**src/rtl/game_stage_controller.sv**
```systemverilog
// game_stage_controller: fighter-game stage sequencer (START/BATTLE/WIN/LOSE) with player health tracking
module game_stage_controller #(
  parameter int MAX_HP = 100,
  parameter int HIT_DMG = 10,
  parameter int HP_W = 7,
  parameter int END_FRAMES = 180,
  parameter logic [7:0] START_KEY = 8'h28
) (
  input  logic            Clk,
  input  logic            Reset,
  input  logic            frame_clk,
  input  logic [7:0]      keycode,
  input  logic            hit_p1,
  input  logic            hit_p2,
  output logic            start_l,
  output logic            battle_l,
  output logic            win_l,
  output logic            lose_l,
  output logic [HP_W-1:0] p1_hp,
  output logic [HP_W-1:0] p2_hp
);
  localparam int FC_W = $clog2(END_FRAMES) > 0 ? $clog2(END_FRAMES) : 1;
  localparam logic [HP_W-1:0] MAX = HP_W'(MAX_HP);
  localparam logic [HP_W-1:0] DMG = HP_W'(HIT_DMG);
  localparam logic [FC_W-1:0] LAST = FC_W'(END_FRAMES - 1);
  typedef enum logic [1:0] {START, BATTLE, WIN, LOSE} state_t;
  state_t state, state_n;
  logic [HP_W-1:0] p1_n, p2_n;
  logic [FC_W-1:0] cnt, cnt_n;
  logic frame_clk_d, key_armed, frame_tick, start_ok;
  assign frame_tick = frame_clk & ~frame_clk_d;
  assign start_ok = (keycode == START_KEY) && key_armed;
  assign start_l = state == START;
  assign battle_l = state == BATTLE;
  assign win_l = state == WIN;
  assign lose_l = state == LOSE;
  always_comb begin
    state_n = state;
    p1_n = p1_hp;
    p2_n = p2_hp;
    cnt_n = cnt;
    case (state)
      START: if (start_ok) begin
        state_n = BATTLE;
        p1_n = MAX;
        p2_n = MAX;
      end
      BATTLE: begin
        p1_n = hit_p1 ? (p1_hp <= DMG ? '0 : p1_hp - DMG) : p1_hp;
        p2_n = hit_p2 ? (p2_hp <= DMG ? '0 : p2_hp - DMG) : p2_hp;
        cnt_n = '0;
        // decided on registered health, so the stage changes one cycle after the final hit
        state_n = p1_hp == '0 ? LOSE : p2_hp == '0 ? WIN : BATTLE;
      end
      WIN, LOSE: if (frame_tick) begin
        cnt_n = cnt == LAST ? '0 : cnt + 1'b1;
        state_n = cnt == LAST ? START : state;
      end
      default: state_n = START;
    endcase
  end
  always_ff @(posedge Clk or posedge Reset) begin
    if (Reset) begin
      state <= START;
      p1_hp <= MAX;
      p2_hp <= MAX;
      cnt <= '0;
      frame_clk_d <= 1'b0;
      key_armed <= 1'b0;
    end else begin
      state <= state_n;
      p1_hp <= p1_n;
      p2_hp <= p2_n;
      cnt <= cnt_n;
      frame_clk_d <= frame_clk;
      // a start-key press always consumes the arm, so a held key can never start twice
      key_armed <= keycode != START_KEY;
    end
  end
endmodule

```
**config.mk**
```make
export PLATFORM = sky130hd
export DESIGN_NAME = game_stage_controller
export DESIGN_NICKNAME = d
export VERILOG_FILES = /design/src/rtl/game_stage_controller.sv
export SDC_FILE = /design/constraint.sdc
export NUM_CORES = 1
export LEC_CHECK = 0
export ABC_CLOCK_PERIOD_IN_PS = 4450
export CORE_ASPECT_RATIO = 1.25
export CORE_MARGIN = 1
export CORE_UTILIZATION = 30
export CTS_CLUSTER_DIAMETER = 60
export DETAILED_ROUTE_END_ITERATION = 16
export SYNTH_ARGS = -nofsm -noshare
export SYNTH_HDL_FRONTEND = slang
export SYNTH_SLANG_ARGS = --single-unit
```
**constraint.sdc**
```tcl
create_clock -name Clk -period 4.45 [get_ports Clk]
set_clock_uncertainty 0.2 [all_clocks]
set_input_delay 0.89 -clock Clk [delete_from_list [all_inputs] [get_ports Clk]]
set_output_delay 0.89 -clock Clk [all_outputs]
set_load 0.05 [all_outputs]
```
==> out/summary.json <==
{
  "clock_tree.buffer_depth": {"value": 2},
  "worstMarginPinSlew": {"value": 0.923, "unit": "ns"},
  "die_height": {"value": 78.7, "unit": "microns"},
  "setup-violations-final": {"value": 0},
  "antenna_violations_before_repair": {"value": 0},
  "seq_area_frac_synth": {"value": 43.1, "unit": "%"},
  "cts-hold-fix-buffers": {"value": 0},
  "finalNetCount": {"value": 191},
  "grt_first_pass_wirelength": {"value": 5.20, "unit": "mm"},
  "postSynthCellCount": {"value": 146},
  "post_route_cells_drive_above_1_share": {"value": 11.5, "unit": "%"},
  "clock_insertion_delay_worst_skew": {"value": 0.27, "unit": "ns"},
  "dp_hpwl": {"value": 2.25, "unit": "mm"},
  "power_frac_seq": {"value": 54.7, "unit": "%"},
  "drc": {"value": 0},
  "yosysTopAreaCell": {"value": "sky130_fd_sc_hd__dfrtp_1"},
  "critical-path-slowest-cell": {"value": "sky130_fd_sc_hd__clkdlybuf4s50_1"},
  "synth.ff_latch_count": {"value": 24},
  "final.setup.tns": {"value": 0, "unit": "ns"},
  "hold_class": {"value": "reg2reg"},
  "fmax": {"value": 0.317, "unit": "GHz"},
  "critPathMaxFanout": {"value": 12},
  "net-switching-power": {"value": 0.129, "unit": "mW"},
  "synth_commonest_cells": {"value": "18 x sky130_fd_sc_hd__dfrtp_1, 14 x sky130_fd_sc_hd__nand2_1, 12 x sky130_fd_sc_hd__nand3_1"},
  "report.final.slew_viol_count": {"value": 0},
  "yosys.cell_count.top_type": {"value": "sky130_fd_sc_hd__dfrtp_1"},
  "fillers": {"value": 440},
  "timing.critical_path.max_delay_family": {"value": "buffers and inverters"},
  "grt_setup_unrepaired": {"value": "false"},
  "grt_overflow": {"value": 0},
  "critical_path.endpoint_type": {"value": "output port"},
  "yosys_warnings": {"value": 0},
  "power.leakage": {"value": 0.691, "unit": "nW"},
  "grt_max_degree": {"value": 25},
  "synth.cell_area": {"value": 1410, "unit": "sq um"},
  "critical-path-max-stage-delay": {"value": 0.83, "unit": "ns"},
  "antenna_violating_nets_post_route": {"value": 0},
  "post_cts.resized_instances": {"value": 0},
  "dr_total_vias": {"value": 1168},
  "via_count_of_the_first_global_routing_pass": {"value": 1175},
  "cts_bufs_inserted": {"value": 3},
  "floorplan.io_pins": {"value": 31},
  "path_class": {"value": "reg2out"},
  "multi_input_area": {"value": 742, "unit": "sq um"},
  "drt-pass1-iter-count": {"value": 4},
  "initial_core_util": {"value": 31.6, "unit": "%"},
  "asyncSetResetFlopFracSynth": {"value": 100, "unit": "%"},
  "antenna_cells_inserted": {"value": 0},
  "fin_crit_sh": {"value": 70.9, "unit": "%"},
  "postSynth.topFlopCell": {"value": "sky130_fd_sc_hd__dfrtp_1"},
  "route.detailed.wl_per_inst": {"value": 12.8, "unit": "microns"},
  "yosysTopAreaCellShare": {"value": 31.9, "unit": "%"},
  "clock_power_share": {"value": 31.2, "unit": "%"},
  "cts_root_buffer": {"value": "sky130_fd_sc_hd__clkbuf_8"},
  "floorplan.rows": {"value": 27},
  "result_of_the_run": {"value": "finished clean"},
  "clk_transition_reported_paths": {"value": 0.08, "unit": "ns"},
  "maxCapViolations": {"value": 0},
  "regArea": {"value": 608, "unit": "sq um"},
  "finalWeightedCongestion": {"value": 0.794},
  "timing.final.hold_violations": {"value": 0},
  "tritoncts": {"value": "done"},
  "avgSynthCellArea": {"value": 9.67, "unit": "sq um"},
  "drtIter0Drc": {"value": 91},
  "data_required_critical_path": {"value": 3.36, "unit": "ns"},
  "crit_chain": {"value": "nand2b_1, inv_2, clkdlybuf4s50_1"},
  "core_footprint": {"value": 4460, "unit": "sq um"},
  "drt_wl_total": {"value": 2.97, "unit": "mm"},
  "timing.max_slew.rel_slack": {"value": 38.4, "unit": "%"},
  "vdd_drop_max": {"value": 0.000112, "unit": "V"},
  "ctsHtreeMaxLevel": {"value": 1},
  "drt-vias-per-instance": {"value": 5.03},
  "postLayoutCoreUtil": {"value": 40.1, "unit": "%"},
  "fraction_of_power_spent_switching_nets": {"value": 26.9, "unit": "%"},
  "chipWidth": {"value": 63.4, "unit": "microns"},
  "synth-edff-count": {"value": 0},
  "timing.critical_path.arrival": {"value": 2.07, "unit": "ns"},
  "grt.total_usage": {"value": 13.0, "unit": "%"},
  "design.die.area": {"value": 4980, "unit": "sq um"},
  "worstSetupStartpointType": {"value": "flop"},
  "fin_crit": {"value": 3.16, "unit": "ns"},
  "power.density": {"value": 268, "unit": "nW/um^2"},
  "yosys-top-cells-area": {"value": "sky130_fd_sc_hd__dfrtp_1 32%, sky130_fd_sc_hd__dfstp_2 11%, sky130_fd_sc_hd__nand3_1 4.3%"},
  "power_report.internal_total": {"value": 0.351, "unit": "mW"},
  "clkSinkCount": {"value": 24},
  "synth.distinct_cells": {"value": 50},
  "cp.buffers_inverters": {"value": 2},
  "comb_power_share": {"value": 14.1, "unit": "%"},
  "numPortBuffers": {"value": 28},
  "area_growth": {"value": 26.7, "unit": "%"},
  "post-cts-setup-buffers": {"value": 0}
}
layout by cell type (no fill, tap or decap), types with 2 or more instances in the layout:
cell type / Yosys / routed
sky130_fd_sc_hd__clkdlybuf4s50_1: 0 / 28
sky130_fd_sc_hd__dfrtp_1: 18 / 18
sky130_fd_sc_hd__nand2_1: 14 / 14
sky130_fd_sc_hd__nand3_1: 12 / 12
sky130_fd_sc_hd__nor2_1: 9 / 9
sky130_fd_sc_hd__inv_1: 7 / 7
sky130_fd_sc_hd__o21ai_1: 6 / 6
sky130_fd_sc_hd__dfstp_2: 6 / 6
sky130_fd_sc_hd__nand2b_1: 4 / 4
sky130_fd_sc_hd__nor3_1: 4 / 4
sky130_fd_sc_hd__a21oi_1: 4 / 4
sky130_fd_sc_hd__o21ai_0: 4 / 4
sky130_fd_sc_hd__clkbuf_8: 0 / 4
sky130_fd_sc_hd__nand4_1: 3 / 3
sky130_fd_sc_hd__nor2b_1: 3 / 3
sky130_fd_sc_hd__xor2_1: 3 / 3
sky130_fd_sc_hd__nor3b_1: 3 / 3
sky130_fd_sc_hd__ha_1: 3 / 3
sky130_fd_sc_hd__or3_1: 2 / 2
sky130_fd_sc_hd__o21a_1: 2 / 2
sky130_fd_sc_hd__nor4b_2: 2 / 2
sky130_fd_sc_hd__o2111ai_1: 2 / 2
sky130_fd_sc_hd__nand4b_1: 2 / 2
sky130_fd_sc_hd__xnor2_1: 2 / 2
sky130_fd_sc_hd__nor4_2: 2 / 2
sky130_fd_sc_hd__o41ai_1: 2 / 2
sky130_fd_sc_hd__conb_1: 1 / 2
worst min-delay path: stages (launching register included):
cell	delay, ns
sky130_fd_sc_hd__dfstp_2	0.39
sky130_fd_sc_hd__o41ai_1	0.05
sky130_fd_sc_hd__o311ai_1	0.09
power by group through the flow:
| stage | logic [mW] | registers (mW) | clock network [mW] |
|---|---|---|---|
| after floorplan | 0.0479 | 0.262 | 0 |
| after global placement | 0.0674 | 0.266 | 0 |
| after detailed placement | 0.0686 | 0.266 | 0 |
| after CTS | 0.0689 | 0.262 | 0.155 |
| after global routing | 0.0781 | 0.267 | 0.162 |
| final | 0.0675 | 0.262 | 0.150 |
worst paths after layout:
kind                          start        to  slack, ns  depth (start not counted)
max                        state[1]  battle_l       1.29                          3
min                        p1_hp[6]  p1_hp[6]       0.34                          2
max reg2reg                p1_hp[2]  p1_hp[4]       2.45                          6
min reg2reg                p1_hp[6]  p1_hp[6]       0.34                          2
max in group asynchronous     Reset  p1_hp[1]       2.57                          2
min in group asynchronous     Reset  p2_hp[1]       0.92                          2
cell families after synthesis:
logic type | after synthesis | share of synthesized area (%)
AO/OA/AOI/OAI | 30 | 15.7
XOR/XNOR | 5 | 3.10
adder cells (fa/ha/maj) | 3 | 2.66
buffers and inverters | 13 | 4.61
flip-flops | 24 | 43.1
multiplexers | 1 | 0.709
other | 1 | 0.266
AND/OR/NAND/NOR | 69 | 29.9
layout make-up:
| type | instances | area share (%) |
|---|---|---|
| repair buffers | 28 | 15.7 |
| flip-flops and latches | 24 | 34.0 |
| multi-input cells | 110 | 41.5 |
| inverters | 8 | 1.68 |
| well taps | 58 | 4.06 |
| clock buffers | 4 | 3.08 |
state kept, by name (all words and copies together) (netlist names):
signal,flops
frame_clk_d,1
key_armed,1
p2_hp,6
p1_hp,6
cnt,8
state,2
stage by stage:
stage	std cells	area [sq um]	setup WS [ns]	total power [mW]	hold slack, ns
after floorplan	147	1420	2.16	0.310	0.305
after global placement	228	1730	1.62	0.333	0.305
after detailed placement	228	1730	1.58	0.334	0.321
after CTS	232	1790	1.28	0.486	0.337
after global routing	232	1790	1.17	0.507	0.345
final	232	1790	1.29	0.480	0.340
metal layers:
layer | part of all wire (%) | track usage, %
met1 | 42 | 14.8
met3 | 3.2 | 2.62
met4 | 2.4 | 5.45
met5 | 0 | 0
met2 | 52 | 23.3
No activity file was read; power rests on OpenSTA's default activity.
